$ cat src/rtl/id_hazard_scoreboard.sv
// RAW-hazard scoreboard for the ID stage: shadows the EX/ME/WB writeback destinations and
// derives the load-use stall, per-operand forward selects and a saturating stall counter.
module id_hazard_scoreboard #(
    parameter bit LOAD_FWD_ME = 1'b1,
    parameter int CNT_W       = 32
) (
    input  logic             clk,
    input  logic             resetn,
    input  logic             id_valid,
    input  logic             id_fire,
    input  logic [4:0]       id_dest,
    input  logic             id_gr_we,
    input  logic             id_is_load,
    input  logic [4:0]       id_rj,
    input  logic             id_rj_use,
    input  logic [4:0]       id_rkd,
    input  logic             id_rkd_use,
    input  logic             ex_fire,
    input  logic             me_fire,
    input  logic             wb_fire,
    input  logic             flush,
    output logic             id_stall,
    output logic [1:0]       fwd_rj_sel,
    output logic [1:0]       fwd_rkd_sel,
    output logic [CNT_W-1:0] stall_cnt
);

    logic             ex_v_q, ex_v_d, ex_ld_q, ex_ld_d;
    logic [4:0]       ex_dest_q, ex_dest_d;
    logic             me_v_q, me_v_d, me_ld_q, me_ld_d;
    logic [4:0]       me_dest_q, me_dest_d;
    logic             wb_v_q, wb_v_d, wb_ld_q, wb_ld_d;
    logic [4:0]       wb_dest_q, wb_dest_d;
    logic [CNT_W-1:0] stall_cnt_q, stall_cnt_d;

    logic [1:0]       rj_sel, rkd_sel;
    logic             rj_hz, rkd_hz, stall;

    function automatic logic [CNT_W-1:0] sat_inc(input logic [CNT_W-1:0] v);
        return (&v) ? v : v + CNT_W'(1);
    endfunction

    // Youngest matching writer wins; r0 is hard-wired and never matches.
    function automatic logic [1:0] pick_src(
        input logic [4:0] r,  input logic use_r,
        input logic ev, input logic [4:0] ed,
        input logic mv, input logic [4:0] md,
        input logic wv, input logic [4:0] wd
    );
        logic ok;
        ok = use_r && (r != 5'd0);
        if (ok && ev && ed == r) return 2'd1;
        if (ok && mv && md == r) return 2'd2;
        if (ok && wv && wd == r) return 2'd3;
        return 2'd0;
    endfunction

    function automatic logic load_hazard(input logic [1:0] sel, input logic eld,
                                         input logic mld);
        return (sel == 2'd1 && eld) || (LOAD_FWD_ME == 1'b0 && sel == 2'd2 && mld);
    endfunction

    always_comb begin
        rj_sel  = pick_src(id_rj, id_rj_use, ex_v_q, ex_dest_q, me_v_q, me_dest_q,
                           wb_v_q, wb_dest_q);
        rkd_sel = pick_src(id_rkd, id_rkd_use, ex_v_q, ex_dest_q, me_v_q, me_dest_q,
                           wb_v_q, wb_dest_q);
        rj_hz   = load_hazard(rj_sel, ex_ld_q, me_ld_q);
        rkd_hz  = load_hazard(rkd_sel, ex_ld_q, me_ld_q);
        stall   = id_valid && (rj_hz || rkd_hz);
    end

    // A non-writing or flushed instruction still occupies EX as a bubble to keep slots aligned.
    always_comb begin
        ex_v_d    = ex_v_q;
        ex_dest_d = ex_dest_q;
        ex_ld_d   = ex_ld_q;
        me_v_d    = me_v_q;
        me_dest_d = me_dest_q;
        me_ld_d   = me_ld_q;
        wb_v_d    = wb_v_q;
        wb_dest_d = wb_dest_q;
        wb_ld_d   = wb_ld_q;

        if (id_fire) begin
            ex_v_d    = id_gr_we && !flush;
            ex_dest_d = id_dest;
            ex_ld_d   = id_is_load;
        end else if (ex_fire) begin
            ex_v_d = 1'b0;
        end

        if (ex_fire) begin
            me_v_d    = ex_v_q;
            me_dest_d = ex_dest_q;
            me_ld_d   = ex_ld_q;
        end else if (me_fire) begin
            me_v_d = 1'b0;
        end

        if (me_fire) begin
            wb_v_d    = me_v_q;
            wb_dest_d = me_dest_q;
            wb_ld_d   = me_ld_q;
        end else if (wb_fire) begin
            wb_v_d = 1'b0;
        end

        stall_cnt_d = stall ? sat_inc(stall_cnt_q) : stall_cnt_q;
    end

    always_ff @(posedge clk or negedge resetn) begin
        if (!resetn) begin
            ex_v_q      <= 1'b0;
            ex_dest_q   <= 5'd0;
            ex_ld_q     <= 1'b0;
            me_v_q      <= 1'b0;
            me_dest_q   <= 5'd0;
            me_ld_q     <= 1'b0;
            wb_v_q      <= 1'b0;
            wb_dest_q   <= 5'd0;
            wb_ld_q     <= 1'b0;
            stall_cnt_q <= '0;
        end else begin
            ex_v_q      <= ex_v_d;
            ex_dest_q   <= ex_dest_d;
            ex_ld_q     <= ex_ld_d;
            me_v_q      <= me_v_d;
            me_dest_q   <= me_dest_d;
            me_ld_q     <= me_ld_d;
            wb_v_q      <= wb_v_d;
            wb_dest_q   <= wb_dest_d;
            wb_ld_q     <= wb_ld_d;
            stall_cnt_q <= stall_cnt_d;
        end
    end

    assign id_stall    = stall;
    assign fwd_rj_sel  = rj_sel;
    assign fwd_rkd_sel = rkd_sel;
    assign stall_cnt   = stall_cnt_q;

endmodule
$ cat config.mk
export PLATFORM = sky130hd
export DESIGN_NAME = id_hazard_scoreboard
export DESIGN_NICKNAME = d
export VERILOG_FILES = /design/src/rtl/id_hazard_scoreboard.sv
export SDC_FILE = /design/constraint.sdc
export NUM_CORES = 1
export LEC_CHECK = 0
export CAP_MARGIN = 15
export CORE_MARGIN = 10
export CORE_UTILIZATION = 46
export DETAILED_ROUTE_END_ITERATION = 7
export GPL_ROUTABILITY_DRIVEN = 0
export GPL_TIMING_DRIVEN = 0
export PLACE_DENSITY = 0.86
export SKIP_CTS_REPAIR_TIMING = 1
export SKIP_LAST_GASP = 1
export SLEW_MARGIN = 30
export SYNTH_ARGS = -nofsm -noshare
export SYNTH_HDL_FRONTEND = slang
export SYNTH_SLANG_ARGS = --single-unit
$ cat constraint.sdc
create_clock -name clk -period 2.1 [get_ports clk]
set_input_delay 0.42 -clock clk [delete_from_list [all_inputs] [get_ports clk]]
set_output_delay 0.42 -clock clk [all_outputs]
set_load 0.02 [all_outputs]
==> results.ini, run 1 <==
[outcome]
status = finished with violations
violations = negative setup slack

[global_routing]
globalRouteTotalUtil_pct = 14.6
grt_max_degree = 52
antenna_found_initial = 0
grt_pass1_vias = 2456
grt_pass1_wl_mm = 12.0
grt_overflow = 0

[yosys]
syn_inst = 258
synth_top_area_cell = dfrtp_1
synth_ff_type = dfrtp_1
yosysTopAreaCellShare_pct = 44.0
synth_edf_count = 0
ys_types = 39
synth_fp_nets = 286
ys_ff_latch = 51
synth_area_um2 = 2900
synth_area_leaders = dfrtp_1, xor2_1, xnor2_1, mux2_2, nor4_2
syn_avg_cell_area_um2 = 11.3
yosys_warnings = 0
synth_seq_area_share_pct = 44.0
async_flop_share_pct = 100

[placement]
placedCellCount = 393
portBuffers = 60
dp_hpwl_mm = 5.40

[final_layout]
final_util_pct = 69.0
layout_commonest_cell = clkdlybuf4s50_1
final_nets = 378
drive_gt1_share_pct = 33.1
most-common-layout-cells = clkdlybuf4s50_1, dfrtp_1, xor2_1
num_antenna_cells = 0
syn2layout_area_growth_pct = 43.3
instances_no_fill = 425

[drt]
vias = 2353
dr.pass1.iters = 4
drt_iter0_drc = 67
route.antenna.remaining_nets = 0
wl_per_cell_um = 18.6
vias_per_cell = 5.54
drc = 0
wl_mm = 7.91

[power]
p_per_area_nw_per_um2 = 498
vdd_drop_max_uv = 500
p_leak_nw = 1.77
total_power_mw = 2.07

[sta]
period_share_pct = 120
worst_slew_pin_slew_ns = 0.633
setup_tns_ns = -3.38
relSlewSlack_pct = 57.8
hold_violations = 0
slew_violations = 0
rsz0062_at_grt = true
fmax_ghz = 0.396
fin_ws_ns = -0.423
period_needed_ns = 2.52
setup-violations-final = 32
skew_ns = 0.00497

[clock_tree]
cts_made_buffers = 5
clock_latency_ns = 0.30
clockBufferDepth = 2
cts_sinks = 51
htree_levels = 2
cts_tree = built
clk_pin_slew_ns = 0.08
cts_root_buf = clkbuf_8

[floorplanning]
die_w_um = 99.4
start_util_pct = 48.2
pin_count = 64
die-area_um2 = 9890
fp.dieH_um = 99.4
rows = 28
core_um2 = 6030

[hold_path]
holdCritPathClass = in2async

[critical_path]
critical_path_class = reg2out
end_kind = output pin
crit_fanout = 6
worst-endpoint-required_ns = 1.68
start_kind = flip-flop
crit_arrival_ns = 2.10

[run]
max_cap_viol_count = 0

layer usage:
| layer | global-route usage (%) | wire, um |
|---|---|---|
| met3 | 5.47 | 523 |
| met1 | 17.0 | 3190 |
| met2 | 23.8 | 4050 |
| met4 | 5.40 | 148 |
| met5 | 0 | 0 |
flip-flops by register name, indices dropped and copies added (netlist names):
register / count
ex_ld_q: 1
me_v_q: 1
ex_v_q: 1
wb_dest_q: 5
me_dest_q: 5
stall_cnt: 32
wb_v_q: 1
ex_dest_q: 5
synthesized netlist by cell type, drive strengths merged (2+ instances only):
master  count
nand4b      2
xor2       38
nand4      10
nand3      14
nand2      21
o31ai       2
buf         5
nor3       12
and3        6
o21a        2
mux2       17
inv         5
clkbuf      3
dfrtp      51
nand2b      3
nor2        5
nor4       18
o21ai       6
nor4b       2
or4         3
xnor2      23
and4        3
worst paths after layout:
check | startpoint | endpoint | slack (ns) | cells past startpoint
setup / recovery | ex_dest_q[1]$_DFFE_PN0P_ | id_stall | -0.42 | 7
hold / removal | resetn | ex_dest_q[2]$_DFFE_PN0P_ | 0.14 | 1
setup reg to reg | ex_dest_q[1]$_DFFE_PN0P_ | stall_cnt[25]$_DFFE_PN0P_ | -0.24 | 8
hold reg to reg | stall_cnt[9]$_DFFE_PN0P_ | stall_cnt[9]$_DFFE_PN0P_ | 0.50 | 1
max in group asynchronous | resetn | stall_cnt[12]$_DFFE_PN0P_ | 1.51 | 1
min in group clk | stall_cnt[9]$_DFFE_PN0P_ | stall_cnt[9]$_DFFE_PN0P_ | 0.50 | 1
worst max-delay path, cell delays in order (launching register included):
cell and delay (ns):
dfrtp_1 0.44, xor2_1 0.17, nor4_2 0.35, nand4b_1 0.24, a21o_4 0.31, inv_4 0.07
buf_6 0.12, buf_6 0.12
report_power, final:
part | leakage (nW) | total, mW | internal (mW) | switching (mW)
registers | 0.654 | 1.10 | 1.03 | 0.0639
logic | 1.07 | 0.330 | 0.191 | 0.139
clock network | 0.0513 | 0.646 | 0.349 | 0.297
cell type report:
class | instances | area, um^2
buffer | 7 | 56.3
clock buffer | 6 | 72.6
clock inverter | 1 | 30.0
fill | 424 | 1870
inverter | 5 | 21.3
multi-input combinational | 194 | 1790
sequential | 51 | 1280
tap | 75 | 93.8
timing repair buffer | 86 | 812
through the flow:
| step | worst slack, ns | hold slack [ns] | cell area (um^2) |
|---|---|---|---|
| final | -0.423 | 0.136 | 4160 |
| after global routing | -0.516 | 0.172 | 4160 |
| after CTS | -1.19 | 0.158 | 3710 |
| after detailed placement | -1.19 | 0.482 | 3600 |
| after global placement | -1.16 | 0.483 | 3610 |
| after floorplan | 0.00319 | 0.124 | 2910 |
kinds of logic after synthesis:
| kind of cell | Yosys count | share of synthesized area, % |
|---|---|---|
| xor gates and xnor gates | 61 | 18.7 |
| muxes | 17 | 6.59 |
| and+or+nand+nor | 103 | 23.8 |
| AOI/OAI and AO/OA | 12 | 3.92 |
| buffers and inverters | 13 | 2.63 |
| adders and majority gates | 1 | 0.431 |
| DFF | 51 | 44.0 |
No activity file was read; power rests on OpenSTA's default activity.
==> run 2: changes to the inputs <==
- CTS_CLUSTER_DIAMETER: default -> 50
==> results of run 2 <==
The final DEF is identical to that of run 1; final timing and power are the same.
==> run 3: changes to the inputs <==
- PLACE_DENSITY: 0.86 -> 0.77
==> run 3 against run 2 <==
The flow still finishes with violations (negative setup slack). Clock power is 9.4% higher. Cell area rose by 1.8%. Hold slack worse by 0.070 ns. Fmax decreased by 1.7%. Critical path depth unchanged. Count of clock-buffer cells in the layout down 1. Register-to-register slack got worse by 0.03 ns. Combinational power fell by 7.3%. Routed wire length rose by 1.2%.
==> results.ini, run 3 (synthesized netlist as in run 1, its figures left out) <==
[outcome]
status = finished with violations  ; unchanged
violations = negative setup slack  ; unchanged

[drt]
dr.pass1.iters = 4  ; unchanged
route.antenna.remaining_nets = 0  ; unchanged
drc = 0  ; unchanged
wl_mm = 8.00  ; was 7.91 mm
vias_per_cell = 5.51  ; was 5.54
wl_per_cell_um = 18.7  ; was 18.6 um
vias = 2358  ; was 2353
drt_iter0_drc = 171  ; was 67

[global_routing]
globalRouteTotalUtil_pct = 14.3  ; was 14.6%
grt_pass1_vias = 2358  ; was 2456
grt_max_degree = 52  ; unchanged
grt_pass1_wl_mm = 11.7  ; was 12.0 mm
antenna_found_initial = 0  ; unchanged
grt_overflow = 0  ; unchanged

[critical_path]
crit_start = ex_dest_q[4]$_DFFE_PN0P_  ; was ex_dest_q[1]$_DFFE_PN0P_
start_kind = flip-flop  ; unchanged
reg2reg_to = stall_cnt[13]$_DFFE_PN0P_  ; was stall_cnt[25]$_DFFE_PN0P_
end_kind = output pin  ; unchanged
worst-endpoint-required_ns = 1.68  ; about the same
crit_fanout = 8  ; was 6
rr_worst_depth = 9  ; was 8
crit_arrival_ns = 2.15  ; was 2.10 ns
crit_end = id_stall  ; unchanged
critical_path_class = reg2out  ; unchanged
r2r-start = ex_dest_q[4]$_DFFE_PN0P_  ; was ex_dest_q[1]$_DFFE_PN0P_
r2r_setup_slack_ns = -0.27  ; was -0.24 ns

[power]
p_leak_nw = 1.84  ; was 1.77 nW
internal-power_mw = 1.57  ; about the same
comb_power_share_pct = 14.5  ; was 15.9%
p_per_area_nw_per_um2 = 499  ; was 498 nW/um^2
total_power_mw = 2.11  ; was 2.07 mW
power_frac_clock_pct = 33.4  ; was 31.2%
seqPwrFrac_pct = 52.1  ; was 52.9%
p_sw_share_pct = 25.9  ; was 24.1%
switching_power_mw = 0.548  ; was 0.500 mW
vdd_drop_max_uv = 313  ; was 500 uV

[placement]
placedCellCount = 394  ; was 393
place_ws_ns = -1.19  ; about the same
dp_hpwl_mm = 5.23  ; was 5.40 mm
portBuffers = 60  ; unchanged
place_area_um2 = 3630  ; was 3600 um^2

[sta]
fin_ws_ns = -0.467  ; was -0.423 ns
hold_ws_ns = 0.0665  ; was 0.136 ns
period_share_pct = 122  ; was 120%
skew_ns = 0.0124  ; was 0.00497 ns
setup-violations-final = 31  ; was 32
slew_violations = 0  ; unchanged
worst_slew_pin_slew_ns = 0.484  ; was 0.633 ns
rsz0062_at_grt = true  ; unchanged
fmax_ghz = 0.390  ; was 0.396 GHz
hold_violations = 0  ; unchanged
relSlewSlack_pct = 67.7  ; was 57.8%
period_needed_ns = 2.57  ; was 2.52 ns

[final_layout]
layout_commonest_cell = dfrtp_1  ; was clkdlybuf4s50_1
num_antenna_cells = 0  ; unchanged
design_area_um2 = 4240  ; was 4160 um^2
fill_cells = 422  ; was 424
largest_reg_flops = 32  ; unchanged
instances_no_fill = 428  ; was 425
final_nets = 380  ; was 378
most-common-layout-cells = dfrtp_1, clkdlybuf4s50_1, xor2_1  ; was clkdlybuf4s50_1, dfrtp_1, xor2_1
syn2layout_area_growth_pct = 45.9  ; was 43.3%
drive_gt1_share_pct = 32.3  ; was 33.1%

[run]
max_cap_viol_count = 0  ; unchanged

[clock_tree]
cts_root_buf = clkbuf_8  ; unchanged
clock_latency_ns = 0.32  ; was 0.30 ns
cts_tree = built  ; unchanged
cts_made_buffers = 5  ; unchanged
htree_levels = 2  ; unchanged
clockBufferDepth = 2  ; unchanged
clk_pin_slew_ns = 0.10  ; was 0.08 ns
cts_sinks = 51  ; unchanged

[floorplanning]
die_w_um = 99.4  ; unchanged
pin_count = 64  ; unchanged
die-area_um2 = 9890  ; unchanged
rows = 28  ; unchanged
start_util_pct = 48.2  ; unchanged
fp.dieH_um = 99.4  ; unchanged
core_um2 = 6030  ; unchanged

[hold_path]
holdCritPathClass = in2async  ; unchanged

[run 3: worst min-delay path by stage]
| stage | end | startpoint | slack [ns] | depth (start not counted) |
|---|---|---|---|---|
| 2_1_floorplan | ex_dest_q[0]$_DFFE_PN0P_ | resetn | 0.12 | 0 |
| 3_3_place_gp | ex_ld_q$_DFFE_PN0P_ | ex_ld_q$_DFFE_PN0P_ | 0.49 | 1 |
| 3_5_place_dp | ex_dest_q[4]$_DFFE_PN0P_ | resetn | 0.42 | 2 |
| 4_1_cts | stall_cnt[22]$_DFFE_PN0P_ | resetn | 0.07 | 2 |
| 5_1_grt | stall_cnt[20]$_DFFE_PN0P_ | resetn | 0.08 | 2 |
| 6_report | stall_cnt[22]$_DFFE_PN0P_ | resetn | 0.07 | 2 |
[run 3: metrics by stage]
step                      util [%]  setup TNS [ns]
after floorplan                  -               0
after global placement        59.9          -68.68
after detailed placement      60.3          -24.00
after CTS                     62.2          -13.37
after global routing          70.3           -8.35
final                         70.3           -4.59
[run 3: critical path, cell delays in order (launching register included)]
cell,delay (ns)
dfrtp_2,0.46
xor2_1,0.19
nor4_2,0.32
nand4b_1,0.26
a21o_4,0.30
inv_4,0.06
buf_6,0.12
buf_6,0.12
[run 3: final cells by class]
type | instances | area (um^2) | share of cell area (%)
buffer | 7 | 60.1 | 1.42
timing repair buffer | 88 | 865 | 20.4
sequential | 51 | 1280 | 30.3
multi-input combinational | 194 | 1800 | 42.5
clock buffer | 5 | 68.8 | 1.62
inverter | 5 | 21.3 | 0.502
tap | 75 | 93.8 | 2.22
clock inverter | 3 | 46.3 | 1.09
[run 3: power groups by stage]
stage	logic [mW]	clock network (mW)	registers, mW
after floorplan	0.156	0	1.10
after global placement	0.257	0	1.12
after detailed placement	0.269	0	1.12
after CTS	0.271	0.719	1.10
after global routing	0.333	0.746	1.11
final	0.306	0.707	1.10
[run 3: metal layers]
metal / global-route usage [%] / share of wire [%]
met1: 17.1 / 42
met2: 23.3 / 48
met3: 4.84 / 6.5
met4: 5.40 / 2.9
met5: 0 / 0
